$ cat src/rtl/rv_pkg.sv
`default_nettype none
// ============================================================================
// Module      : rv_pkg
// Description : Shared requester indices and register-file widths.
// Revision    : 1.0 - initial release
// ============================================================================
package rv_pkg;

    localparam int REQ_DBG   = 0;
    localparam int REQ_MEM   = 1;
    localparam int REQ_ALU   = 2;
    localparam int NUM_REQ   = 3;

    localparam int RF_ADDR_W = 5;
    localparam int RF_DATA_W = 32;

    // True when two or more bits of a 3-bit request vector are set
    function automatic logic multi_req(input logic [NUM_REQ-1:0] req);
        return (req[0] & req[1]) | (req[0] & req[2]) | (req[1] & req[2]);
    endfunction

endpackage
`default_nettype wire

$ cat src/rtl/prio_grant3.sv
`default_nettype none
// ============================================================================
// Module      : prio_grant3
// Description : 3-input one-hot priority encoder; swap exchanges ranks 1/2.
// Revision    : 1.0 - initial release
// ============================================================================
module prio_grant3
    import rv_pkg::*;
(
    input  logic [NUM_REQ-1:0] req,
    input  logic               swap,
    output logic [NUM_REQ-1:0] gnt
);

    always_comb begin
        gnt = '0;
        if (req[0]) begin
            gnt[0] = 1'b1;
        end else if (swap) begin
            if (req[2])      gnt[2] = 1'b1;
            else if (req[1]) gnt[1] = 1'b1;
        end else begin
            if (req[1])      gnt[1] = 1'b1;
            else if (req[2]) gnt[2] = 1'b1;
        end
    end

endmodule
`default_nettype wire

$ cat src/rtl/regfile_wb_arbiter.sv
`default_nettype none
// ============================================================================
// Module      : regfile_wb_arbiter
// Description : Arbitrates DBG/MEM/ALU writebacks onto one register-file port.
// Revision    : 1.0 - initial release
// ============================================================================
module regfile_wb_arbiter
    import rv_pkg::*;
#(
    parameter int m          = RF_ADDR_W,
    parameter int n          = RF_DATA_W,
    parameter int STARVE_MAX = 4
) (
    input  logic         clk,
    input  logic         rst,
    input  logic         dbg_valid,
    output logic         dbg_ready,
    input  logic [m-1:0] dbg_rd,
    input  logic [n-1:0] dbg_data,
    input  logic         mem_valid,
    output logic         mem_ready,
    input  logic [m-1:0] mem_rd,
    input  logic [n-1:0] mem_data,
    input  logic         alu_valid,
    output logic         alu_ready,
    input  logic [m-1:0] alu_rd,
    input  logic [n-1:0] alu_data,
    output logic         w_en,
    output logic [m-1:0] rd,
    output logic [n-1:0] din,
    output logic [15:0]  collisions
);

    localparam logic [3:0] c_starve_max = 4'(STARVE_MAX);

    logic [3:0]         r_sc;
    logic [NUM_REQ-1:0] w_req;
    logic [NUM_REQ-1:0] w_gnt;
    logic               w_starved;
    logic               w_xfer;
    logic [m-1:0]       w_win_rd;
    logic [n-1:0]       w_win_data;

    assign w_req     = {alu_valid, mem_valid, dbg_valid};
    assign w_starved = (r_sc == c_starve_max);

    prio_grant3 u_prio (
        .req  (w_req),
        .swap (w_starved),
        .gnt  (w_gnt)
    );

    // Readys are masked while reset is held so nothing is accepted then
    assign dbg_ready = w_gnt[REQ_DBG] & ~rst;
    assign mem_ready = w_gnt[REQ_MEM] & ~rst;
    assign alu_ready = w_gnt[REQ_ALU] & ~rst;
    assign w_xfer    = dbg_ready | mem_ready | alu_ready;

    always_comb begin
        w_win_rd   = alu_rd;
        w_win_data = alu_data;
        if (w_gnt[REQ_DBG]) begin
            w_win_rd   = dbg_rd;
            w_win_data = dbg_data;
        end else if (w_gnt[REQ_MEM]) begin
            w_win_rd   = mem_rd;
            w_win_data = mem_data;
        end
    end

    always_ff @(posedge clk or posedge rst) begin
        if (rst) begin
            r_sc <= '0;
        end else if (alu_valid && !alu_ready) begin
            if (!w_starved) r_sc <= r_sc + 4'd1;
        end else begin
            r_sc <= '0;
        end
    end

    // x0 writes complete the handshake but never reach the register file
    always_ff @(posedge clk or posedge rst) begin
        if (rst) begin
            w_en <= 1'b0;
            rd   <= '0;
            din  <= '0;
        end else if (w_xfer && (w_win_rd != '0)) begin
            w_en <= 1'b1;
            rd   <= w_win_rd;
            din  <= w_win_data;
        end else begin
            w_en <= 1'b0;
        end
    end

    always_ff @(posedge clk or posedge rst) begin
        if (rst) begin
            collisions <= '0;
        end else if (multi_req(w_req) && (collisions != 16'hFFFF)) begin
            collisions <= collisions + 16'd1;
        end
    end

endmodule
`default_nettype wire

$ cat config.mk
export PLATFORM = sky130hd
export DESIGN_NAME = regfile_wb_arbiter
export DESIGN_NICKNAME = d
export VERILOG_FILES = /design/src/rtl/rv_pkg.sv /design/src/rtl/prio_grant3.sv /design/src/rtl/regfile_wb_arbiter.sv
export SDC_FILE = /design/constraint.sdc
export NUM_CORES = 1
export LEC_CHECK = 0
export BUFFER_PORTS_ARGS = -buffer_cell sky130_fd_sc_hd__buf_2
export CAP_MARGIN = 40
export CORE_ASPECT_RATIO = 0.9
export CORE_MARGIN = 8
export CORE_UTILIZATION = 41
export DETAILED_ROUTE_END_ITERATION = 7
export GPL_TIMING_DRIVEN = 0
export PLACE_DENSITY = 0.88
export SYNTH_ARGS = -nofsm -noshare
export SYNTH_HDL_FRONTEND = slang
export SYNTH_SLANG_ARGS = --single-unit
export TNS_END_PERCENT = 20
$ cat constraint.sdc
create_clock -name clk -period 2.22 [get_ports clk]
set_input_delay 0.111 -clock clk [delete_from_list [all_inputs] [get_ports clk]]
set_output_delay 0.111 -clock clk [all_outputs]
set_load 0.1 [all_outputs]
==> flow_summary_export.csv, run 1 <==
group,metric,value,unit
run_status,status,"finished with violations",
run_status,violations,"setup timing",
cts,cts_buffer_depth,2,
floorplanning,fp-row-count,30,
power_and_ir_drop,powerDensity,979,mW/mm^2
grt,grt_max_degree,24,
floorplanning,die_h,100,um
sta,max_freq,421,MHz
synthesis,synth-edff-count,0,
synthesis,netlist_area,0.00323,sq mm
detailed_routing,route.met2.wl,5460,um
synthesis,syn_avg_cell_area,10.5,sq um
detailed_routing,ant_nets,0,
detailed_routing,wl_met1,4050,um
cts,clock-root-buffer,"clkbuf_8",
cts,clk_pin_slew,70,ps
cts,worstSkewPairLatency,330,ps
placed_design,numPortBuffers,172,
floorplanning,core,0.00758,sq mm
detailed_routing,wl_per_cell,17.2,um
cells_and_area,multi_input_area,0.00184,sq mm
synthesis,synth_top_area_frac,0.449,
placed_design,dp_slack,-366,ps
sta,setup_ws,-153,ps
sta,hold_viol,0,
detailed_routing,routed-wl-met3,779,um
placed_design,dp.cells,579,
grt,grt_overflow,0,
job,maxCapViolCount,0,
cells_and_area,layout.cells.most_common_list,"buf_2 (173), dfrtp_1 (58), nand2_1 (45)",
sta,clock_skew,7.37,ps
power_and_ir_drop,peakVddDrop,737,uV
synthesis,synth-seq-cells,58,
synthesis,async_flop_share,1.00,
setup_path,setup.worst_path.class,"reg2reg",
sta,finalMaxSlewViolations,0,
cells_and_area,diodes,0,
synthesis,syn-num-nets,428,
cells_and_area,nNetsFinal,628,
detailed_routing,drc,0,
detailed_routing,drt_iter0_drc,110,
grt,grt_pass1_vias,3557,
detailed_routing,via_per_inst,5.24,
cells_and_area,register_area,0.00145,sq mm
cells_and_area,final_common_cell,"buf_2",
setup_path,arrival,2580,ps
floorplanning,die_x,110,um
setup_path,cp.required,2430,ps
detailed_routing,dr.pass1.iters,4,
setup_path,critPathMaxFanout,8,
synthesis,synthCells,309,
sta,period_needed,2370,ps
synthesis,yosysTopAreaCell,"dfrtp_1",
detailed_routing,routed.top_layer,"met4",
synthesis,ys_seq_area_frac,0.449,
synthesis,synth_ff_type,"dfrtp_1",
cts,htree_levels,3,
floorplanning,initial_core_util,0.426,
setup_path,start_kind,"register",
detailed_routing,drt_wl_total,10500,um
floorplanning,die_area,0.0110,sq mm
cells_and_area,final_util,0.634,
grt,grt_use_total,0.195,
hold_path,min_path_type,"in2reg",
cells_and_area,areaGrowthSynthToFinish,49.0,%
sta,worst_slew_pin_slew,635,ps
setup_path,rr_startpoint,"r_sc[0]",
synthesis,synth_cell_types,45,
hold_path,min_from,"alu_valid",
placed_design,dp_hpwl,8060,um
synthesis,synthTopCellsByArea,"dfrtp_1 (45%), mux2_1 (12%), mux2i_1 (9.9%), nand2_1 (5.3%), o21ai_0 (5.0%)",
grt,grt_antenna_before_repair,0,
cells_and_area,fillCellCount,626,
cells_and_area,drive_gt1_frac,0.492,
detailed_routing,vias,3198,
placed_design,place.gp.congestion,0.826,
sta,post-route-period-util,1.07,
sta,rsz0062_at_grt,"yes",
cells_and_area,fin_cells,610,
synthesis,yosysWarnings,0,
cts,clock_sinks,58,
sta,slew_headroom,0.575,
grt,grt_pass1_wl,17100,um
floorplanning,io_pins,173,
sta,setup_viol,34,
setup_path,worst_setup_path_end_kind,"register",
power_and_ir_drop,power_leakage,0.00262,uW
cts,cts_tree,"done",
cts,cts_buffers,9,
setup_path,crit_start,"r_sc[0]",
layout make-up:
type                    count  area share
plain buffers              14      0.0213
clock buffers              14      0.0359
clock inverters             2     0.00208
inverters                   6     0.00546
multi-input cells         231       0.382
flip-flops and latches     58       0.302
well taps                  96      0.0250
repair buffers            189       0.227
synth_stat cells (5+ instances only):
library cell,count
inv_1,5
nand2_1,46
xor2_1,5
nor2_1,9
nand4_1,6
a21oi_1,6
dfrtp_1,58
nand3_1,6
mux2_1,34
o21ai_0,32
mux2i_1,32
xnor2_1,9
clkbuf_1,6
where the power goes:
group | internal, uW | switching [uW] | total [uW]
Combinational | 573 | 1830 | 2400
Clock | 494 | 401 | 895
Sequential | 1250 | 162 | 1410
cells by family (layout without fill, tap and decap cells):
group / count (synthesis) / in the layout / synth area share
adders and majority gates: 4 / 4 / 0.0147
buffers and inverters: 20 / 225 / 0.0314
AOI/OAI and AO/OA: 60 / 60 / 0.122
and+or+nand+nor: 87 / 87 / 0.127
muxes: 66 / 66 / 0.218
DFF: 58 / 58 / 0.449
xor gates and xnor gates: 14 / 14 / 0.0380
path summary, 6_finish.rpt:
| path | end | slack (ps) | cells after the start |
|---|---|---|---|
| worst max-delay path | din[25] | -150 | 10 |
| worst min-delay path | r_sc[2] | 80 | 3 |
| worst max register to register | din[25] | -150 | 10 |
| worst min register to register | din[15] | 490 | 1 |
| max in group asynchronous | din[6] | 710 | 4 |
| min in group asynchronous | din[24] | 450 | 4 |
critical path: stages, from the launching register on:
cell and delay (ps):
dfrtp_1 400, inv_2 90, ha_4 160, nand4b_4 160
a32o_1 270, a211oi_2 270, nand2_2 120, o21bai_4 180
buf_12 160, buf_12 140, mux2_4 300
metrics by stage:
stage,TNS [ps],cell area (sq um),hold WS (ps),power [uW]
after CTS,-4150,4810,65.4,4740
after global placement,-23590,4280,408,3630
after detailed placement,-10260,4330,189,3700
after floorplan,-2290,3300,212,3210
after global routing,-7680,4810,72.3,4910
final,-4000,4810,81.6,4710
flip-flops by register name (all words and copies together), names as in the netlist:
register,cells
din,32
collisions,16
rd,5
r_sc,4
w_en,1
routing by layer:
layer	track usage	up-vias
li1	-	1504
met1	0.221	1552
met2	0.337	125
met3	0.0583	17
met4	0.0664	0
met5	0	-
timing repair:
action                                  4_1_cts  5_1_grt
endpoints found under the hold margin        14        0
pin swaps                                     4        1
gates cloned                                  2        0
hold buffers                                  2        0
resized for setup                            33        0
buffers inserted                             11        0
endpoints found under the setup margin       36       37
No activity file was read; power rests on OpenSTA's default activity.
==> run 2, diff against run 1 <==
--- a/config.mk
+++ b/config.mk
@@ -10,9 +10,11 @@
 export CORE_ASPECT_RATIO = 0.9
 export CORE_MARGIN = 8
 export CORE_UTILIZATION = 41
+export CTS_CLUSTER_DIAMETER = 60
 export DETAILED_ROUTE_END_ITERATION = 7
 export GPL_TIMING_DRIVEN = 0
 export PLACE_DENSITY = 0.88
+export SETUP_SLACK_MARGIN = 0.1
 export SYNTH_ARGS = -nofsm -noshare
 export SYNTH_HDL_FRONTEND = slang
 export SYNTH_SLANG_ARGS = --single-unit
==> run 2 against run 1 <==
Against the previous run:
- flip-flop and latch count is the same
- the flow still finishes with violations (setup timing)
- highest routed layer unchanged
- setup slack lost 7.1 ps
- core utilization grew 1.3 points
- register-to-register slack is essentially flat
- die area is the same
- global-route usage shrank 0.47 points
- cell area grew 2.0%
- wire length grew 0.12%
- first-iteration DRC count shrank 3.6%
==> flow_summary_export.csv, run 2 (same netlist as run 1, synthesis figures left out) <==
group,metric,value,unit
detailed_routing,drc,0,
cells_and_area,nNetsFinal,633,
power_and_ir_drop,peakVddDrop,613,uV
setup_path,critPathSlowestCell,"dfrtp_1",
sta,setup_viol,33,
sta,setup-tns-final,-4170,ps
cells_and_area,areaGrowthSynthToFinish,52.0,%
power_and_ir_drop,seqPwrFrac,0.289,
cells_and_area,diodes,0,
setup_path,critPathMostFrequentCell,"buf_6",
setup_path,crit_family,"compound AO/OA/AOI/OAI gates",
cells_and_area,layout.cells.most_common_list,"buf_2 (171), dfrtp_1 (58), nand2_1 (44)",
sta,setup_ws,-160,ps
placed_design,dp_hpwl,7880,um
floorplanning,die_h,100,um
cells_and_area,final_common_cell,"buf_2",
setup_path,arrival,2590,ps
sta,hold_slack,78.6,ps
power_and_ir_drop,powerDensity,997,mW/mm^2
sta,hold_viol,0,
power_and_ir_drop,power_leakage,0.00268,uW
sta,worst_slew_pin_slew,693,ps
power_and_ir_drop,pwr-share-clk,0.211,
detailed_routing,via_per_inst,5.17,
grt,grt_use_total,0.190,
cells_and_area,drive_gt1_frac,0.517,
sta,clock_skew,8.59,ps
grt,grt_overflow,0,
detailed_routing,wl_per_cell,17.1,um
cells_and_area,largest_reg_flops,32,
power_and_ir_drop,design_power_total,4890,uW
run_status,violations,"setup timing",
grt,grt_use_met2,0.329,
cts,clk_pin_slew,70,ps
setup_path,slowest_delay,400,ps
floorplanning,initial_core_util,0.426,
floorplanning,io_pins,173,
cells_and_area,fin_cells,614,
floorplanning,die_x,110,um
grt,grt_max_degree,32,
power_and_ir_drop,p_int,2470,uW
cts,htree_levels,3,
sta,period_needed,2380,ps
sta,max_freq,420,MHz
cts,worstSkewPairLatency,330,ps
detailed_routing,ant_nets,0,
cts,cts_buffer_depth,2,
setup_path,cp.required,2430,ps
setup_path,critPathMaxFanout,7,
cts,cts_tree,"done",
power_and_ir_drop,p_switching,2420,uW
run_status,status,"finished with violations",
cts,clock_sinks,58,
sta,finalMaxSlewViolations,0,
grt,busiest_layer,"met2",
setup_path,setup.worst_path.class,"reg2reg",
setup_path,worst_setup_path_end_kind,"register",
detailed_routing,dr.pass1.iters,4,
power_and_ir_drop,swShare,0.494,
grt,grtUsageMet3,0.0628,
placed_design,dp.cells,578,
detailed_routing,vias,3176,
sta,rsz0062_at_grt,"yes",
grt,grt_pass1_vias,3423,
detailed_routing,drt_wl_total,10500,um
job,maxCapViolCount,0,
grt,use_met1,0.221,
floorplanning,core,0.00758,sq mm
placed_design,place.gp.congestion,0.813,
setup_path,start_kind,"register",
grt,grt_pass1_wl,16700,um
sta,post-route-period-util,1.07,
grt,grt_antenna_before_repair,0,
setup_path,timing.critical_path.buf_inv,3,
power_and_ir_drop,combPwrFrac,0.500,
placed_design,dp_slack,-400,ps
cts,cts_buffers,9,
hold_path,min_path_type,"in2reg",
sta,slew_headroom,0.535,
floorplanning,fp-row-count,30,
cts,clock-root-buffer,"clkbuf_8",
cells_and_area,largestRegisters,"din (32), collisions (16), rd (5)",
cells_and_area,top_register,"din",
floorplanning,die_area,0.0110,sq mm
setup_path,crit_chain,"inv_2 > ha_4 > nand4b_4 > a32o_2 > a211oi_2 > nand2_2 > o21bai_4 > buf_6 > buf_6 > mux2_4",
placed_design,numPortBuffers,172,
detailed_routing,drt_iter0_drc,106,
## run 2: cell count changes in the layout (fill, tap and decap cells not counted), moves of 2 or more
cell and delta:
buf_6 +5, mux2_1 -5, mux2_4 +5, buf_4 +3
clkbuf_8 -3, buf_16 -2, buf_2 -2, bufinv_16 +2
clkbuf_1 -2
## run 2: final timing paths
path | slack (ps) | from | to | cells after the start
setup / recovery | -160 | r_sc[1] | din[17] | 10
hold reg to reg | 490 | rd[0] | rd[0] | 1
max in group asynchronous | 1550 | rst | din[4] | 4
min in group asynchronous | 500 | rst | collisions[1] | 4
hold / removal | 80 | alu_valid | r_sc[2] | 3
setup reg to reg | -160 | r_sc[1] | din[17] | 10
## run 2: worst min-delay path, stage by stage
cell and delay [ps]:
buf_2 160, nand2_1 70, nor2_1 30
## run 2: area by class of cell
cell class / instances / area [sq um]
Buffer: 14 / 113
Clock buffer: 9 / 124
Clock inverter: 6 / 82.6
Fill cell: 608 / 2680
Inverter: 6 / 26.3
Multi-Input combinational cell: 231 / 1870
Sequential cell: 58 / 1450
Tap cell: 96 / 120
Timing Repair Buffer: 194 / 1120
## run 2: metal layers
layer,wire [um],vias up
met1,4240,1511
met5,0,-
met2,5340,132
met3,824,12
met4,95,0
li1,-,1521
## run 2: stage by stage
stage | area (sq um) | utilization
4_1_cts | 4860 | 0.642
3_5_place_dp | 4310 | 0.568
3_3_place_gp | 4290 | 0.565
5_1_grt | 4910 | 0.647
6_report | 4910 | 0.647
2_1_floorplan | 3300 | -
## run 2: power by group through the flow
stage	registers (uW)	clock network (uW)	logic, uW
2_1_floorplan	2760	0	462
3_3_place_gp	1410	0	2230
3_5_place_dp	1420	0	2270
4_1_cts	1410	1050	2440
5_1_grt	1440	1110	2540
6_report	1420	1030	2450
## run 2: timing repair
action                                  CTS  global route
resized for setup                        44             6
endpoints found under the setup margin   37            37
pin swaps                                 6             4
endpoints found under the hold margin    27             0
hold buffers                              2             0
buffers inserted                         14             3
gates cloned                              2             0
==> run 3, diff against run 2 <==
--- a/config.mk
+++ b/config.mk
@@ -5,15 +5,15 @@
 export SDC_FILE = /design/constraint.sdc
 export NUM_CORES = 1
 export LEC_CHECK = 0
-export BUFFER_PORTS_ARGS = -buffer_cell sky130_fd_sc_hd__buf_2
 export CAP_MARGIN = 40
 export CORE_ASPECT_RATIO = 0.9
 export CORE_MARGIN = 8
-export CORE_UTILIZATION = 41
+export CORE_UTILIZATION = 45
 export CTS_CLUSTER_DIAMETER = 60
 export DETAILED_ROUTE_END_ITERATION = 7
+export DONT_BUFFER_PORTS = 1
 export GPL_TIMING_DRIVEN = 0
-export PLACE_DENSITY = 0.88
+export PLACE_DENSITY = 0.73
 export SETUP_SLACK_MARGIN = 0.1
 export SYNTH_ARGS = -nofsm -noshare
 export SYNTH_HDL_FRONTEND = slang
==> run 3 against run 2 <==
Against the previous run:
- the flow still finishes with violations (setup timing)
- hold slack worse by 56 ps
- critical endpoint is now din[29]
- setup slack improved by 13 ps
- flip-flop and latch count is the same
- sequential share of layout area fell by 3.5 points
- largest power group unchanged
==> flow_summary_export.csv, run 3 (same netlist as run 1, synthesis figures left out) <==
group,metric,value,unit
placed_design,place.gp.congestion,0.783,
run_status,status,"finished with violations",
cells_and_area,drive_gt1_frac,0.371,
detailed_routing,drc,0,
sta,clock_skew,11.9,ps
setup_path,start_kind,"register",
setup_path,critPathMaxFanout,10,
grt,grt_pass1_wl,17700,um
sta,finalMaxSlewViolations,0,
floorplanning,fp-row-count,29,
floorplanning,core,0.00700,sq mm
power_and_ir_drop,power_leakage,0.00267,uW
job,maxCapViolCount,0,
setup_path,worst_setup_path_end_kind,"register",
setup_path,rr_worst_depth,10,
cells_and_area,diodes,0,
detailed_routing,wl_per_cell,24.0,um
cells_and_area,layout.cells.most_common_list,"dfrtp_1 (58), buf_16 (52), nand2_1 (44)",
setup_path,r2r_slack,-150,ps
cts,clock-root-buffer,"clkbuf_8",
detailed_routing,via_per_inst,5.85,
setup_path,setup.worst_path.class,"reg2reg",
cts,cts_buffers,9,
setup_path,crit_chain,"inv_2 > ha_4 > nand4b_4 > a32o_2 > a211oi_2 > nand2_2 > o21bai_4 > buf_12 > buf_12 > mux2_4",
detailed_routing,ant_nets,0,
floorplanning,die_area,0.0101,sq mm
setup_path,crit_start,"r_sc[0]",
cts,clk_pin_slew,70,ps
sta,hold_slack,22.5,ps
cells_and_area,final_util,0.796,
cts,cts_buffer_depth,2,
sta,hold_viol,0,
setup_path,reg2reg_to,"din[29]",
cells_and_area,final_common_cell,"dfrtp_1",
grt,grt_pass1_vias,3178,
cts,cts_tree,"done",
cells_and_area,nNetsFinal,521,
cells_and_area,top_register,"din",
placed_design,numPortBuffers,0,
placed_design,dp_hpwl,8590,um
cts,clock_sinks,58,
grt,grt_antenna_before_repair,0,
placed_design,dp.cells,457,
sta,setup_viol,34,
power_and_ir_drop,powerDensity,1070,mW/mm^2
sta,slew_headroom,0.402,
run_status,violations,"setup timing",
floorplanning,die_x,105,um
cells_and_area,largest_reg_flops,32,
grt,grt_max_degree,33,
floorplanning,die_h,96.4,um
detailed_routing,drt_iter0_drc,96,
sta,period_needed,2370,ps
sta,post-route-period-util,1.07,
setup_path,critPathMostFrequentCell,"buf_12",
grt,grt_overflow,0,
hold_path,min_path_type,"in2reg",
detailed_routing,vias,2925,
grt,grt_use_total,0.226,
setup_path,critPathSlowestCell,"dfrtp_1",
floorplanning,io_pins,173,
setup_path,rr_startpoint,"r_sc[0]",
setup_path,slowest_delay,400,ps
sta,rsz0062_at_grt,"yes",
detailed_routing,drt_wl_total,12000,um
sta,worst_slew_pin_slew,897,ps
cts,worstSkewPairLatency,330,ps
cells_and_area,largestRegisters,"din (32), collisions (16), rd (5)",
cells_and_area,fin_area,0.00557,sq mm
power_and_ir_drop,peakVddDrop,855,uV
setup_path,setup.worst_path.end,"din[29]",
sta,setup_ws,-147,ps
floorplanning,initial_core_util,0.461,
setup_path,cp.required,2440,ps
setup_path,arrival,2580,ps
detailed_routing,dr.pass1.iters,5,
sta,max_freq,422,MHz
placed_design,placed_cell_area,0.00486,sq mm
cts,htree_levels,3,
cells_and_area,fin_cells,500,
cells_and_area,areaGrowthSynthToFinish,72.6,%
-- run 3: through the flow --
step / setup slack, ps / power (uW) / setup TNS, ps
2_1_floorplan: -272 / 3220 / -2320
3_3_place_gp: -568 / 3360 / -21450
3_5_place_dp: -372 / 4610 / -10140
4_1_cts: -94.1 / 5830 / -2240
5_1_grt: -252 / 6130 / -7750
6_report: -147 / 5940 / -4210
-- run 3: cell type report --
type | instances | area, sq um
Multi-Input combinational cell | 231 | 1880
Fill cell | 375 | 1430
Buffer | 14 | 103
Clock buffer | 11 | 141
Sequential cell | 58 | 1450
Timing Repair Buffer | 82 | 1780
Tap cell | 93 | 116
Inverter | 6 | 26.3
Clock inverter | 5 | 77.6
-- run 3: report_power, final --
part           switching (uW)  internal (uW)  leakage [uW]
Clock                     436            659      0.000109
Combinational            1840           1400       0.00184
Sequential                365           1250      0.000720
Total                    2640           3300       0.00267
-- run 3: timing repair --
item / CTS / global route
resized for setup: 26 / 9
pin swaps: 6 / 3
endpoints found under the hold margin: 31 / 0
gates cloned: 1 / 1
setup endpoints to repair: 36 / 37
buffers inserted: 13 / 5
hold buffers: 4 / 0
-- run 3: worst min path at each step --
stage                  from            end  slack [ps]  depth (start not counted)
6_report          alu_rd[2]          rd[2]          20                          2
5_1_grt           alu_rd[2]          rd[2]          10                          2
4_1_cts        dbg_data[26]        din[26]           3                          3
3_5_place_dp            rst        din[24]          90                          1
3_3_place_gp      alu_valid        r_sc[2]         230                          2
2_1_floorplan           rst  collisions[0]         210                          1
-- run 3: routing by layer --
layer	GRT usage	vias up	wire length, um
met5	0	-	0
met4	0.0854	0	223
met3	0.0837	24	928
met2	0.423	157	6420
met1	0.228	1453	4410
li1	-	1291	-
-- run 3: critical path, delay by kind of cell (launching register included) --
| family | cells | cell delay [ps] |
|---|---|---|
| adders and majority gates | 1 | 150 |
| AOI/OAI and AO/OA | 3 | 750 |
| buffers and inverters | 3 | 380 |
| and+or+nand+nor | 2 | 260 |
| muxes | 1 | 300 |
| DFF | 1 | 400 |
